### config.mk
export PLATFORM = sky130hd
export DESIGN_NAME = playfield_arbiter
export DESIGN_NICKNAME = d
export VERILOG_FILES = /design/src/rtl/playfield_pkg.sv /design/src/rtl/pf_clear_walker.sv /design/src/rtl/playfield_arbiter.sv
export SDC_FILE = /design/constraint.sdc
export NUM_CORES = 1
export LEC_CHECK = 0
export BUFFER_PORTS_ARGS = -buffer_cell sky130_fd_sc_hd__buf_2
export CORE_ASPECT_RATIO = 0.8
export CORE_MARGIN = 2
export CORE_UTILIZATION = 47
export CTS_BUF_LIST = sky130_fd_sc_hd__clkbuf_16
export DETAILED_ROUTE_END_ITERATION = 12
export GPL_TIMING_DRIVEN = 1
export PLACE_DENSITY = 0.78
export SKIP_LAST_GASP = 1
export SYNTH_ARGS = -nofsm -noshare
export SYNTH_HDL_FRONTEND = slang
export SYNTH_SLANG_ARGS = --single-unit
### constraint.sdc
create_clock -name clk -period 2.4 [get_ports clk]
set_input_delay 0.24 -clock clk [delete_from_list [all_inputs] [get_ports clk]]
set_output_delay 0.24 -clock clk [all_outputs]
set_load 0.02 [all_outputs]
### src/rtl/playfield_pkg.sv
// Shared playfield geometry, arbiter state encoding and colour indices.
// Pure declarations: no latency, no flow control.
package playfield_pkg;

    localparam int COLS  = 10;
    localparam int ROWS  = 20;
    localparam int CELLS = COLS * ROWS;
    localparam int AW    = 8;
    localparam int DW    = 3;

    typedef enum logic [1:0] {
        IDLE  = 2'd0,
        GL_WR = 2'd1,
        GL_RD = 2'd2,
        CLEAR = 2'd3
    } state_t;

    localparam logic [DW-1:0] COL_EMPTY  = 3'd0;
    localparam logic [DW-1:0] COL_CYAN   = 3'd1;
    localparam logic [DW-1:0] COL_YELLOW = 3'd2;
    localparam logic [DW-1:0] COL_PURPLE = 3'd3;
    localparam logic [DW-1:0] COL_GREEN  = 3'd4;
    localparam logic [DW-1:0] COL_RED    = 3'd5;
    localparam logic [DW-1:0] COL_BLUE   = 3'd6;
    localparam logic [DW-1:0] COL_ORANGE = 3'd7;

    function automatic logic in_range(input logic [AW-1:0] addr);
        return addr < AW'(CELLS);
    endfunction

endpackage

### src/rtl/pf_clear_walker.sv
// Clear address counter: steps 0..CELLS-1 once per enabled cycle, flags the last cell.
// Zero latency on the flag; advance is gated purely by en_i (renderer stalls it).
module pf_clear_walker
    import playfield_pkg::*;
(
    input  logic          clk,
    input  logic          rst,
    input  logic          start_i,
    input  logic          en_i,
    output logic [AW-1:0] addr_o,
    output logic          last_o
);

    logic [AW-1:0] addr_q, addr_d;

    assign addr_o = addr_q;
    assign last_o = (addr_q == AW'(CELLS - 1));

    always_comb begin
        addr_d = addr_q;
        if (start_i) begin
            addr_d = '0;
        end else if (en_i) begin
            addr_d = last_o ? '0 : addr_q + AW'(1);
        end
    end

    always_ff @(posedge clk) begin
        if (rst) begin
            addr_q <= '0;
        end else begin
            addr_q <= addr_d;
        end
    end

endmodule

### src/rtl/playfield_arbiter.sv
// Single-port playfield RAM arbiter: renderer > clear walker > game. Renderer data at t+2,
// game write ack at t+1 / read ack at t+2 after grant; game waits while the renderer or a clear owns the port.
module playfield_arbiter
    import playfield_pkg::*;
(
    input  logic          clk,
    input  logic          rst,
    input  logic          vid_req,
    input  logic [AW-1:0] vid_addr,
    output logic [DW-1:0] vid_data,
    output logic          vid_valid,
    input  logic          gl_req,
    input  logic          gl_we,
    input  logic [AW-1:0] gl_addr,
    input  logic [DW-1:0] gl_wdata,
    output logic          gl_ack,
    output logic [DW-1:0] gl_rdata,
    input  logic          clr_start,
    output logic          clr_busy,
    output logic          clr_done,
    output logic          ram_en,
    output logic          ram_we,
    output logic [AW-1:0] ram_addr,
    output logic [DW-1:0] ram_wdata,
    input  logic [DW-1:0] ram_rdata
);

    state_t        state_q, state_d;
    logic          rd_wait_q, rd_wait_d;
    logic [DW-1:0] rdata_q, rdata_d;
    logic          vid_p1_q, vid_ok1_q, vid_valid_q, clr_done_q;
    logic [DW-1:0] vid_data_q;

    logic          vid_in, gl_in;
    logic          walk_start, walk_en, walk_last;
    logic [AW-1:0] walk_addr;

    assign vid_in    = in_range(vid_addr);
    assign gl_in     = in_range(gl_addr);
    assign walk_en   = (state_q == CLEAR) && !vid_req;
    assign clr_busy  = (state_q == CLEAR);
    assign clr_done  = clr_done_q;
    assign vid_valid = vid_valid_q;
    assign vid_data  = vid_data_q;

    pf_clear_walker u_walker (
        .clk     (clk),
        .rst     (rst),
        .start_i (walk_start),
        .en_i    (walk_en),
        .addr_o  (walk_addr),
        .last_o  (walk_last)
    );

    always_comb begin
        state_d    = state_q;
        rd_wait_d  = rd_wait_q;
        rdata_d    = rdata_q;
        walk_start = 1'b0;
        gl_ack     = 1'b0;
        gl_rdata   = '0;
        ram_en     = 1'b0;
        ram_we     = 1'b0;
        ram_addr   = '0;
        ram_wdata  = '0;

        // Port slot: renderer, then clear walker, then a fresh game request.
        if (vid_req) begin
            ram_en   = vid_in;
            ram_addr = vid_addr;
        end else if (state_q == CLEAR) begin
            ram_en    = 1'b1;
            ram_we    = 1'b1;
            ram_addr  = walk_addr;
            ram_wdata = COL_EMPTY;
        end else if (state_q == IDLE && gl_req && !clr_start) begin
            ram_en    = gl_in;
            ram_we    = gl_we && gl_in;
            ram_addr  = gl_addr;
            ram_wdata = gl_wdata;
        end

        case (state_q)
            IDLE: begin
                if (clr_start) begin
                    state_d    = CLEAR;
                    walk_start = 1'b1;
                end else if (gl_req && !vid_req) begin
                    state_d   = gl_we ? GL_WR : GL_RD;
                    rd_wait_d = 1'b0;
                end
            end
            GL_WR: begin
                gl_ack  = 1'b1;
                state_d = IDLE;
            end
            GL_RD: begin
                // First cycle captures the RAM word; the second acks while gl_req is still held.
                if (!rd_wait_q) begin
                    rd_wait_d = 1'b1;
                    rdata_d   = gl_in ? ram_rdata : COL_EMPTY;
                end else begin
                    gl_ack    = 1'b1;
                    gl_rdata  = rdata_q;
                    rd_wait_d = 1'b0;
                    state_d   = IDLE;
                end
            end
            CLEAR: begin
                if (walk_en && walk_last) begin
                    state_d = IDLE;
                end
            end
            default: state_d = IDLE;
        endcase
    end

    always_ff @(posedge clk) begin
        if (rst) begin
            state_q     <= IDLE;
            rd_wait_q   <= 1'b0;
            rdata_q     <= '0;
            vid_p1_q    <= 1'b0;
            vid_ok1_q   <= 1'b0;
            vid_valid_q <= 1'b0;
            vid_data_q  <= '0;
            clr_done_q  <= 1'b0;
        end else begin
            state_q     <= state_d;
            rd_wait_q   <= rd_wait_d;
            rdata_q     <= rdata_d;
            vid_p1_q    <= vid_req;
            vid_ok1_q   <= vid_req && vid_in;
            vid_valid_q <= vid_p1_q;
            vid_data_q  <= vid_ok1_q ? ram_rdata : COL_EMPTY;
            clr_done_q  <= walk_en && walk_last;
        end
    end

endmodule

==> flow_summary.toml <==
[die]
start_util_pct = 50.05
dieArea_um2 = 3050
num_io_pins = 51
fp.dieH_um = 49.80
die_width_um = 61.25
core-area_um2 = 2462
num_rows = 16

[cells_and_area]
area_growth_pct = 27.72
postLayoutCoreUtil_pct = 63.92
layout.cells.non_filler = 237
nets = 236
drive_gt1_share_pct = 29.85
diodes = 0

[clock_network]
clk_latency_ns = 0.26
cts-root-buf = "clkbuf_16"
ctsLongestPathBuffers = 2
cts_sinks = 21
htreeDepth = 1
cts_buffers = 3
cts_tree = "yes"
clk_pin_slew_ns = 0.06

[place]
globalplace.congestion = 0.7621
dp.cells = 232
dp_hpwl_mm = 2.257
portBuffers = 50

[setup_path]
r2r_slack_ns = 0.46
crit_type = "reg -> out"
worst_setup_path_end_kind = "output pin"
path_max_fanout = 11
start_kind = "register"
r2r_start = "u_walker.addr_o[0]$_SDFFE_PP0P_"
cp.arrival_ns = 1.89
crit_required_ns = 2.16
r2r-end = "state_q[1]$_SDFFE_PP0P_"
r2r_cells = 5

[routing]
num_vias = 1274
drtIter0Drc = 18
wl_per_cell_um = 12.80
dr.pass1.iters = 4
routed_wl_mm = 3.033
drc = 0
vias_per_cell = 5.376
drt.antenna.violating_nets = 0

[sta]
clock.fmax_mhz = 470.0
relSlewSlack_pct = 69.02
fin_tns_setup_ns = 0
maxSlewViolCount = 0
timing.final.crit_share_pct = 88.65
period_needed_ns = 2.128
setup_violations = 0
rsz0062_at_grt = "false"
worst_slew_pin_slew_ns = 0.4637
hold_viol_final = 0
fin_skew_ns = 0.004179

[grt]
grt_usage_pct = 21.58
antenna_found_initial = 0
grt_pass1_wl_mm = 5.057
overflow = 0
grt_max_degree = 28
grt_pass1_vias = 1203

[yosys]
yosysUniqueCellTypes = 34
ys_top_cells_by_count = "dfxtp_1, a21oi_1, nand2_1, nor2_1, o21ai_0"
synth_top_flop_cell = "dfxtp_1"
syn_inst = 153
synthesis.nets = 187
seq_area_frac_synth_pct = 34.11
yosys-top-cells-area = "dfxtp_1, ha_1, a21oi_1, o21ai_0, nor3b_1"
synth_top_area_cell = "dfxtp_1"
synth_edf_count = 0
synthArstFlopShare_pct = 0
synth_top_area_share_pct = 34.11
synth.most_common_cell = "dfxtp_1"
synth-seq-cells = 21
netlist_area_um2 = 1232
yosysWarnings = 0
syn-mean-instance-area_um2 = 8.055

[power]
leakagePower_uw = 0.0007229
p_per_area_nw_per_um2 = 707.3
vdd_drop_max_uv = 270.1

[worst_hold_path]
min_to = "vid_data[1]$_SDFF_PP0_"
min_from = "ram_rdata[1]"
holdPathStages = 2
hold_class = "in -> reg"

[job]
drv_cap = 0

[outcome]
status = "finished, final reports clean"
-- area by class of cell --
cell class	instances	area (µm²)
Fill cell	201	888.4
Multi-Input combinational cell	120	749.5
Timing Repair Buffer	52	265.3
Clock buffer	3	75.07
Clock inverter	1	3.754
Tap cell	36	45.04
Sequential cell	21	420.4
Inverter	4	15.01
-- layout by cell type, fill, tap and decap left out --
master / instances
o41a_1: 1
dfxtp_1: 21
nand3_1: 1
nor2b_1: 6
or3_2: 1
nand4_1: 4
a21o_1: 1
ha_1: 6
and3_2: 1
o31ai_1: 2
xor2_1: 6
and3_1: 4
clkbuf_16: 3
buf_4: 2
nor2_1: 14
nor3_1: 3
inv_1: 5
or2b_2: 2
nand2_1: 14
nand4bb_1: 1
nand2b_1: 1
or4_1: 2
o311a_1: 2
o221ai_1: 1
and2b_2: 1
a21oi_1: 14
and2_1: 6
nand3b_1: 2
a22oi_1: 3
buf_2: 50
nor3b_1: 8
o21ai_0: 12
o21bai_1: 1
-- stage by stage --
step	total power (µW)	area (µm²)	worst slack (ns)	hold WS [ns]
2_1_floorplan	655.6	1232	0.3150	0.3617
3_3_place_gp	741.7	1488	0.5247	0.4257
3_5_place_dp	754.6	1488	0.4036	0.4544
4_1_cts	1105	1567	0.1115	0.2043
5_1_grt	1180	1574	0.1121	0.2038
6_report	1113	1574	0.2724	0.2006
-- per-layer routing --
metal	up-vias	global-route usage (%)	routed length, µm
li1	630	-	-
met1	579	27.76	1306
met2	59	37.06	1452
met3	6	1.575	231
met4	0	7.609	42
met5	-	0	0
-- registers in the layout (all words and copies together), names as in the netlist --
| name | cells |
|---|---|
| state_q | 2 |
| rdata_q | 3 |
| clr_done | 1 |
| rd_wait_q | 1 |
| vid_valid | 1 |
| u_walker.addr_o | 8 |
| vid_data | 3 |
| vid_p1_q | 1 |
| vid_ok1_q | 1 |
-- worst max path at each step --
| stage | start | to | slack [ns] | cells past startpoint |
|---|---|---|---|---|
| after floorplan | state_q[0]$_SDFFE_PP0P_ | ram_addr[0] | 0.31 | 5 |
| after global placement | state_q[0]$_SDFFE_PP0P_ | ram_addr[2] | 0.52 | 7 |
| after detailed placement | state_q[0]$_SDFFE_PP0P_ | ram_addr[2] | 0.40 | 7 |
| after CTS | state_q[0]$_SDFFE_PP0P_ | ram_addr[4] | 0.11 | 7 |
| after global routing | state_q[0]$_SDFFE_PP0P_ | ram_addr[1] | 0.11 | 8 |
| final | state_q[0]$_SDFFE_PP0P_ | ram_addr[4] | 0.27 | 8 |
-- worst max-delay path: stages (launching register included) --
cell	delay [ns]
dfxtp_1	0.33
inv_1	0.12
ha_1	0.26
nand3b_1	0.12
buf_4	0.19
nor3b_1	0.20
a21oi_1	0.05
o21ai_0	0.16
buf_2	0.19
-- power breakdown --
group | internal (µW) | switching [µW]
registers | 378 | 22.1
clock network | 222 | 129
logic | 143 | 220
total | 743 | 371
-- cells by family after synthesis --
| kind of cell | Yosys count | share of synthesized area [%] |
|---|---|---|
| xor gates and xnor gates | 6 | 4.264 |
| buffers and inverters | 12 | 5.075 |
| AOI/OAI and AO/OA | 37 | 18.07 |
| and+or+nand+nor | 71 | 32.39 |
| DFF | 21 | 34.11 |
| adders and majority gates | 6 | 6.091 |
-- timing repair --
item,CTS,global route
setup buffers,0,1
resized for setup,0,0
setup endpoints to repair,0,9
hold buffers,0,0
(Power assumes the default switching activity.)
